<file path="config.mk">
export PLATFORM = sky130hd
export DESIGN_NAME = generador_tono
export DESIGN_NICKNAME = d
export VERILOG_FILES = /design/src/rtl/generador_tono.sv
export SDC_FILE = /design/constraint.sdc
export NUM_CORES = 1
export LEC_CHECK = 0
export BUFFER_PORTS_ARGS = -buffer_cell sky130_fd_sc_hd__buf_2
export CORE_MARGIN = 3
export CORE_UTILIZATION = 63
export DETAILED_ROUTE_END_ITERATION = 8
export PLACE_DENSITY = 0.87
export SLEW_MARGIN = 30
export SYNTH_ARGS = -nofsm -noshare
export SYNTH_HDL_FRONTEND = slang
export SYNTH_SLANG_ARGS = --single-unit
</file>
<file path="constraint.sdc">
create_clock -name clk -period 7.5 [get_ports clk]
set_input_delay 1.5 -clock clk [delete_from_list [all_inputs] [get_ports clk]]
set_output_delay 1.5 -clock clk [all_outputs]
set_load 0.005 [all_outputs]
</file>
<file path="src/rtl/generador_tono.sv">
// Square-wave tone generator for the free-play note FSM. It also times each held note
// in milliseconds and pulses fin_nota when a note ends.
module generador_tono #(
    parameter int MS_DIV = 50000,
    parameter int DIV1   = 95420,
    parameter int DIV2   = 85034,
    parameter int DIV3   = 75758,
    parameter int DIV4   = 71633,
    parameter int DUR_W  = 16
) (
    input  logic             clk,
    input  logic             reset,
    input  logic [2:0]       nota,
    input  logic             contar,
    output logic             audio,
    output logic             sonando,
    output logic [DUR_W-1:0] duracion_ms,
    output logic             fin_nota,
    output logic [2:0]       nota_fin
);

    typedef enum logic {IDLE, PLAY} state_t;

    localparam int DIV_M12 = (DIV1 > DIV2) ? DIV1 : DIV2;
    localparam int DIV_M34 = (DIV3 > DIV4) ? DIV3 : DIV4;
    localparam int DIV_MAX = (DIV_M12 > DIV_M34) ? DIV_M12 : DIV_M34;
    localparam int DIV_W   = $clog2(DIV_MAX + 1);
    localparam int MS_W    = $clog2(MS_DIV + 1);
    localparam logic [DUR_W-1:0] DUR_MAX = '1;
    localparam logic [DUR_W-1:0] DUR_ONE = {{(DUR_W-1){1'b0}}, 1'b1};

    state_t           state;
    logic [2:0]       cur_nota;
    logic [DIV_W-1:0] div_cnt;
    logic [MS_W-1:0]  ms_pre;
    logic             activo;

    assign activo = contar && (nota >= 3'd1) && (nota <= 3'd4);

    // Terminal count of the half-period divider for a given note code
    function automatic logic [DIV_W-1:0] div_last(input logic [2:0] n);
        case (n)
            3'd2:    div_last = DIV_W'(DIV2 - 1);
            3'd3:    div_last = DIV_W'(DIV3 - 1);
            3'd4:    div_last = DIV_W'(DIV4 - 1);
            default: div_last = DIV_W'(DIV1 - 1);
        endcase
    endfunction

    always_ff @(posedge clk) begin
        if (reset) begin
            state       <= IDLE;
            audio       <= 1'b0;
            sonando     <= 1'b0;
            fin_nota    <= 1'b0;
            nota_fin    <= 3'd0;
            duracion_ms <= '0;
            cur_nota    <= 3'd0;
            div_cnt     <= '0;
            ms_pre      <= '0;
        end else begin
            fin_nota <= 1'b0;
            case (state)
                IDLE: begin
                    audio <= 1'b0;
                    if (activo) begin
                        state       <= PLAY;
                        cur_nota    <= nota;
                        div_cnt     <= '0;
                        ms_pre      <= '0;
                        duracion_ms <= '0;
                        sonando     <= 1'b1;
                    end
                end
                PLAY: begin
                    if (!activo) begin
                        state    <= IDLE;
                        sonando  <= 1'b0;
                        audio    <= 1'b0;
                        fin_nota <= 1'b1;
                        nota_fin <= cur_nota;
                    end else if (nota != cur_nota) begin
                        // Legato: report the old note and restart timing for the new one
                        fin_nota    <= 1'b1;
                        nota_fin    <= cur_nota;
                        cur_nota    <= nota;
                        div_cnt     <= '0;
                        ms_pre      <= '0;
                        duracion_ms <= '0;
                        audio       <= 1'b0;
                    end else begin
                        if (div_cnt == div_last(cur_nota)) begin
                            div_cnt <= '0;
                            audio   <= ~audio;
                        end else begin
                            div_cnt <= div_cnt + DIV_W'(1);
                        end
                        if (ms_pre == MS_W'(MS_DIV - 1)) begin
                            ms_pre <= '0;
                            if (duracion_ms != DUR_MAX)
                                duracion_ms <= duracion_ms + DUR_ONE;
                        end else begin
                            ms_pre <= ms_pre + MS_W'(1);
                        end
                    end
                end
                default: state <= IDLE;
            endcase
        end
    end

endmodule

</file>
Word level (Yosys, flattened, before mapping):

Cells that the tools add are included.

* multiplexer cells: 36
* $lt $le $gt $ge: 2
* equal/unequal tests: 15
* bitwise operators: 2
* reductions and logical operators: 8
* add/sub/neg operators: 3

Operators by type and width (number)
* 17-bit 2-to-1 mux: 8
* 16-bit 2-to-1 mux: 8
* 16-bit one-hot mux with 2 select lines: 2
* 15-bit one-hot mux with 3 select lines: 1
* 17-bit one-hot mux with 2 select lines: 1
* 16-bit by 1-bit adder with 16-bit output (second input constant): 2
* 17-bit by 1-bit adder with 17-bit output (second input constant): 1
* 17-bit == test: 1
* 16-bit == test (second input constant): 1
* 16-bit != test (second input constant): 1
* 3-bit 2-to-1 mux: 5
* 1-bit 2-to-1 mux: 8
* 3-bit by 2-bit == test with 1-bit output (second input constant): 2
* 2-bit by 1-bit != test with 1-bit output (second input constant): 3
* 3-bit by 1-bit != test with 1-bit output (second input constant): 2
* 3-bit one-hot mux with 2 select lines: 1
* 2-bit AND reduction: 3
* 2-bit != test (second input constant): 2
* 4-bit by 2-bit != test with 1-bit output (second input constant): 1
* 1-bit one-hot mux with 2 select lines: 2
* 4-bit AND reduction: 1
* 3-bit == test (second input constant): 1
* 3-bit by 1-bit greater-or-equal comparator with 1-bit output (second input constant): 1
* 3-bit <= comparator (second input constant): 1
* other kinds (5): 7

* register bits: 59
* input port bits: 6
* output and inout port bits: 22
* word-level logic and storage cells: 75

Logic depth before layout (Yosys ltp):

* word-level depth: 11
* mapped depth: 11
* gate-level depth less buffers: 10

Worst setup path before layout:

Ideal clock, no wire load.

* kind: in2reg
* start point: input nota[0]
* end point: register ms_pre[15]
* required time: 7.372 ns
* setup slack: 3.962 ns
* data arrival time: 3.411 ns
* library setup time: 0.128 ns
* buffers on the path: 1
* cell stages on the path: 11
* path through: o21ai_0 -> nand3_1 -> ha_1 -> or2_2 -> clkbuf_1 -> nor3_1 -> nand4_1 -> nor2_1 -> nand4_1 -> xor2_1 -> nor2_1

* word-level cells in the longest chain between the ends: 5
* elaborated cells between the ends (all ways): 11
* those cells by class: order compare: 2; eq/ne: 3; mux: 3; reduce/logical: 3

Ends and longest elaborated chain
* start: declaration: line 13 `input logic [2:0] nota,`
* 3-bit by 1-bit greater-or-equal comparator with 1-bit output: line 38 `assign activo = contar && (nota >= 3'd1) && (nota <= 3'd4);`
* 1-bit logical AND (2 in a row): line 38
* 2-bit by 1-bit != test with 1-bit output (no source line) or 2-bit != test (tied branches)
* 2-bit AND reduction (no source line)
* end signal: assignment: line 103 `ms_pre <= ms_pre + MS_W'(1);`
* end: declaration: line 35 `logic [MS_W-1:0] ms_pre;`

Several ways; a longest one is shown, not always the timed one. The select of a mux whose other input is x is not followed.
A chain may end at the register's enable or synchronous reset.

Final worst setup path:

* start point: input nota[0]
* end point: register duracion_ms[6]

* word-level cells in the longest chain between the ends: 5
* elaborated cells between the ends (all ways): 13
* those cells by class: order compare: 2; eq/ne: 5; mux: 3; reduce/logical: 3

Ends and longest elaborated chain
* 3-bit by 1-bit greater-or-equal comparator with 1-bit output: line 38
* 1-bit logical AND (2 in a row): line 38
* 2-bit by 1-bit != test with 1-bit output (no source line) or 2-bit != test (tied branches)
* 4-bit AND reduction (no source line)
* end signal: assignment: line 101 `duracion_ms <= duracion_ms + DUR_ONE;`
* end: declaration: line 17 `output logic [DUR_W-1:0] duracion_ms,`

Several ways; a longest one is shown, not always the timed one. The select of a mux whose other input is x is not followed.

==> impl_metrics.py <==
metrics = {
    "placement": {
        "portBuffers": 27,
        "pre_cts_slack_ps": 3452,
        "hpwl_um": 4753,
        "gp_congestion": 0.8467,
    },
    "cells_and_area": {
        "area_growth_pct": 10.66,
        "nNetsFinal": 412,
        "num-fill-cells": 334,
        "drive_gt1_share_pct": 13.37,
        "insertedDiodeCount": 0,
    },
    "setup_path": {
        "end_kind": "register",
        "cp_data_arrival_time_ps": 3910,
        "path_max_fanout": 12,
        "cp.required_ps": 7720,
        "critPathLaunchType": "input port",
        "criticalPathCategory": "input port to register",
        "crit_buf_inv": 1,
        "crit_path_max_incr_delay_ps": 740,
        "worstPathCellList": "buf_2 > o21ai_0 > nand3_1 > ha_1 > or2_2 > a21oi_1 > nor3b_1 > xnor2_1 > nor2_1",
        "cp_top_family": "simple AND/OR/NAND/NOR gates",
        "cp_slowest_cell": "a21oi_1",
    },
    "global_routing": {
        "grt_max_degree": 23,
        "grt_first_pass_wirelength_um": 11290,
        "antenna_found_initial": 0,
        "grt_pass1_vias": 2567,
        "globalRouteOverflowTotal": 0,
        "track_usage_pct": 25.70,
    },
    "synthesis": {
        "synth-edff-count": 0,
        "synth_most_common_cell": "dfxtp_1",
        "synth_flop_cell": "dfxtp_1",
        "seq_area_frac_synth_pct": 38.86,
        "syn_area_um2": 3039,
        "yosys.area.top_type_share_pct": 38.86,
        "synth-async-reset-ratio_pct": 0,
        "synth_cells": 375,
        "synth_top_area_cell": "dfxtp_1",
        "ys_seq_elements": 59,
        "ys_types": 49,
        "avgSynthCellArea_um2": 8.104,
        "yosys-top-cells-count": "59 x dfxtp_1, 56 x nor2_1, 51 x nand2_1, 26 x nand3_1, 19 x o21ai_0",
        "synth.area.top_cells": "dfxtp_1 39%, nor2_1 6.9%, nand2_1 6.3%",
        "yosysWarningCount": 0,
        "synth.net_count": 387,
    },
    "pwr": {
        "finalPower_mw": 0.6273,
        "max-vdd-ir-drop_uv": 113.1,
        "powerDensity_nw_per_um2": 186.5,
        "leakage_nw": 1.194,
    },
    "sta": {
        "fin_crit_sh_pct": 49.26,
        "tns_ps": 0,
        "max_freq_mhz": 270.7,
        "hold_viol": 0,
        "rsz0062_at_grt": "false",
        "tightestPinTransition_ps": 905.4,
        "report.final.setup_viol": 0,
        "relSlewSlack_pct": 39.64,
        "drv_slew": 0,
        "period_needed_ps": 3695,
        "fin_worst_skew_ps": 11.30,
        "setup_ws_ps": 3805,
    },
    "floorplan": {
        "initial_core_util_pct": 67.47,
        "design.core.area_um2": 4504,
        "die_h_um": 75.46,
        "chipWidth_um": 75.46,
        "rows": 24,
        "floorplan.die_area_um2": 5693,
        "io_pins": 28,
    },
    "clock_tree": {
        "clockBufferDepth": 2,
        "clk_pin_slew_ps": 70,
        "post_cts_buffers": 0,
        "cts.sinks": 59,
        "cts_hold_buf": 0,
        "cts-root-buf": "clkbuf_8",
        "cts_tree": "yes",
        "clk_latency_ps": 340,
        "cts_resized": 0,
        "htreeDepth": 3,
        "cts_made_buffers": 9,
    },
    "drt": {
        "route.detailed.wl_per_inst_um": 15.24,
        "vias": 2882,
        "via_per_inst": 6.320,
        "drt_iter0_drc": 266,
        "firstDrtPassIters": 5,
        "drc": 0,
        "wirelength_um": 6949,
        "postRouteAntennaNets": 0,
    },
    "flow_run": {
        "cap_violations": 0,
    },
    "outcome": {
        "status": "finished clean",
    },
    "worst_hold_path": {
        "hold_class": "register to register",
    },
}
sequential cells by signal (all words and copies together), names as in the netlist:
register and flops:
audio 1, cur_nota 3, div_cnt 17, duracion_ms 16
fin_nota 1, ms_pre 16, nota_fin 3, sonando 1
state 1
path summary, 6_finish.rpt:
check | from | to | slack (ps) | depth (start not counted)
worst max-delay path | nota[0] | duracion_ms[6] | 3810 | 9
worst min-delay path | sonando | sonando | 500 | 2
worst max register to register | ms_pre[0] | duracion_ms[6] | 4750 | 8
worst min register to register | sonando | sonando | 500 | 2
cell usage in the layout (no fill, tap or decap), types with 3 or more instances in the layout:
cell,instances
nand4_1,11
buf_2,27
and3_1,7
o21ai_0,19
or3_1,9
a211oi_1,4
nor3_1,3
nor2_1,56
o311ai_1,4
ha_1,6
a21oi_1,16
nor2b_1,3
nand3b_1,4
nand2_1,51
mux2i_1,5
clkbuf_8,11
xor2_1,18
o21ai_1,3
nor4_1,3
xnor2_1,14
nand3_1,26
inv_1,6
nor4b_1,4
or2_2,3
dfxtp_1,59
cell families (layout without fill, tap and decap cells):
logic type / count (synthesis) / count (layout) / synth area share, %
buffers and inverters: 20 / 49 / 2.882
flip-flops: 59 / 59 / 38.86
adder cells (fa/ha/maj): 6 / 6 / 2.470
XOR/XNOR: 32 / 32 / 9.222
AND/OR/NAND/NOR: 191 / 191 / 31.62
AO/OA/AOI/OAI: 62 / 62 / 13.30
multiplexers: 5 / 5 / 1.647
power by group:
| group | total (mW) | leakage [nW] | internal, mW | switching, mW |
|---|---|---|---|---|
| combinational | 0.0437 | 0.626 | 0.0157 | 0.0279 |
| clock | 0.260 | 0.0912 | 0.135 | 0.125 |
| sequential | 0.323 | 0.476 | 0.317 | 0.00608 |
tightest hold or removal path: cells and delay by family, from the launching register on:
family             cells  cell delay [ps]
DFF                    1              310
and+or+nand+nor        1               90
AOI/OAI and AO/OA      1               50
layout make-up:
cell class | instances | area [µm²] | area share (%)
repair buffers | 28 | 142.6 | 4.241
well taps | 52 | 65.06 | 1.935
multi-input cells | 296 | 1774 | 52.75
clock inverters | 4 | 26.28 | 0.7812
flip-flops and latches | 59 | 1181 | 35.12
inverters | 6 | 22.52 | 0.6696
clock buffers | 11 | 151.4 | 4.501
metrics by stage:
stage | std cells | hold slack (ps) | utilization, % | area, µm²
detailed placement | 441 | 484.3 | 70.72 | 3186
CTS | 456 | 493.4 | 74.67 | 3363
finish | 456 | 495.0 | 74.67 | 3363
global route | 456 | 518.2 | 74.67 | 3363
global placement | 441 | 473.2 | 70.64 | 3182
floorplan | 375 | 462.0 | - | 3039
layer usage:
metal	up-vias	share of wire, %	global-route usage, %	wire length [µm]
li1	1376	-	-	-
met1	1379	47	33.77	3235
met2	105	45	39.31	3155
met3	22	5.6	5.541	392
met4	0	2.4	13.98	165
met5	-	0	0	0
(Power assumes the default switching activity.)
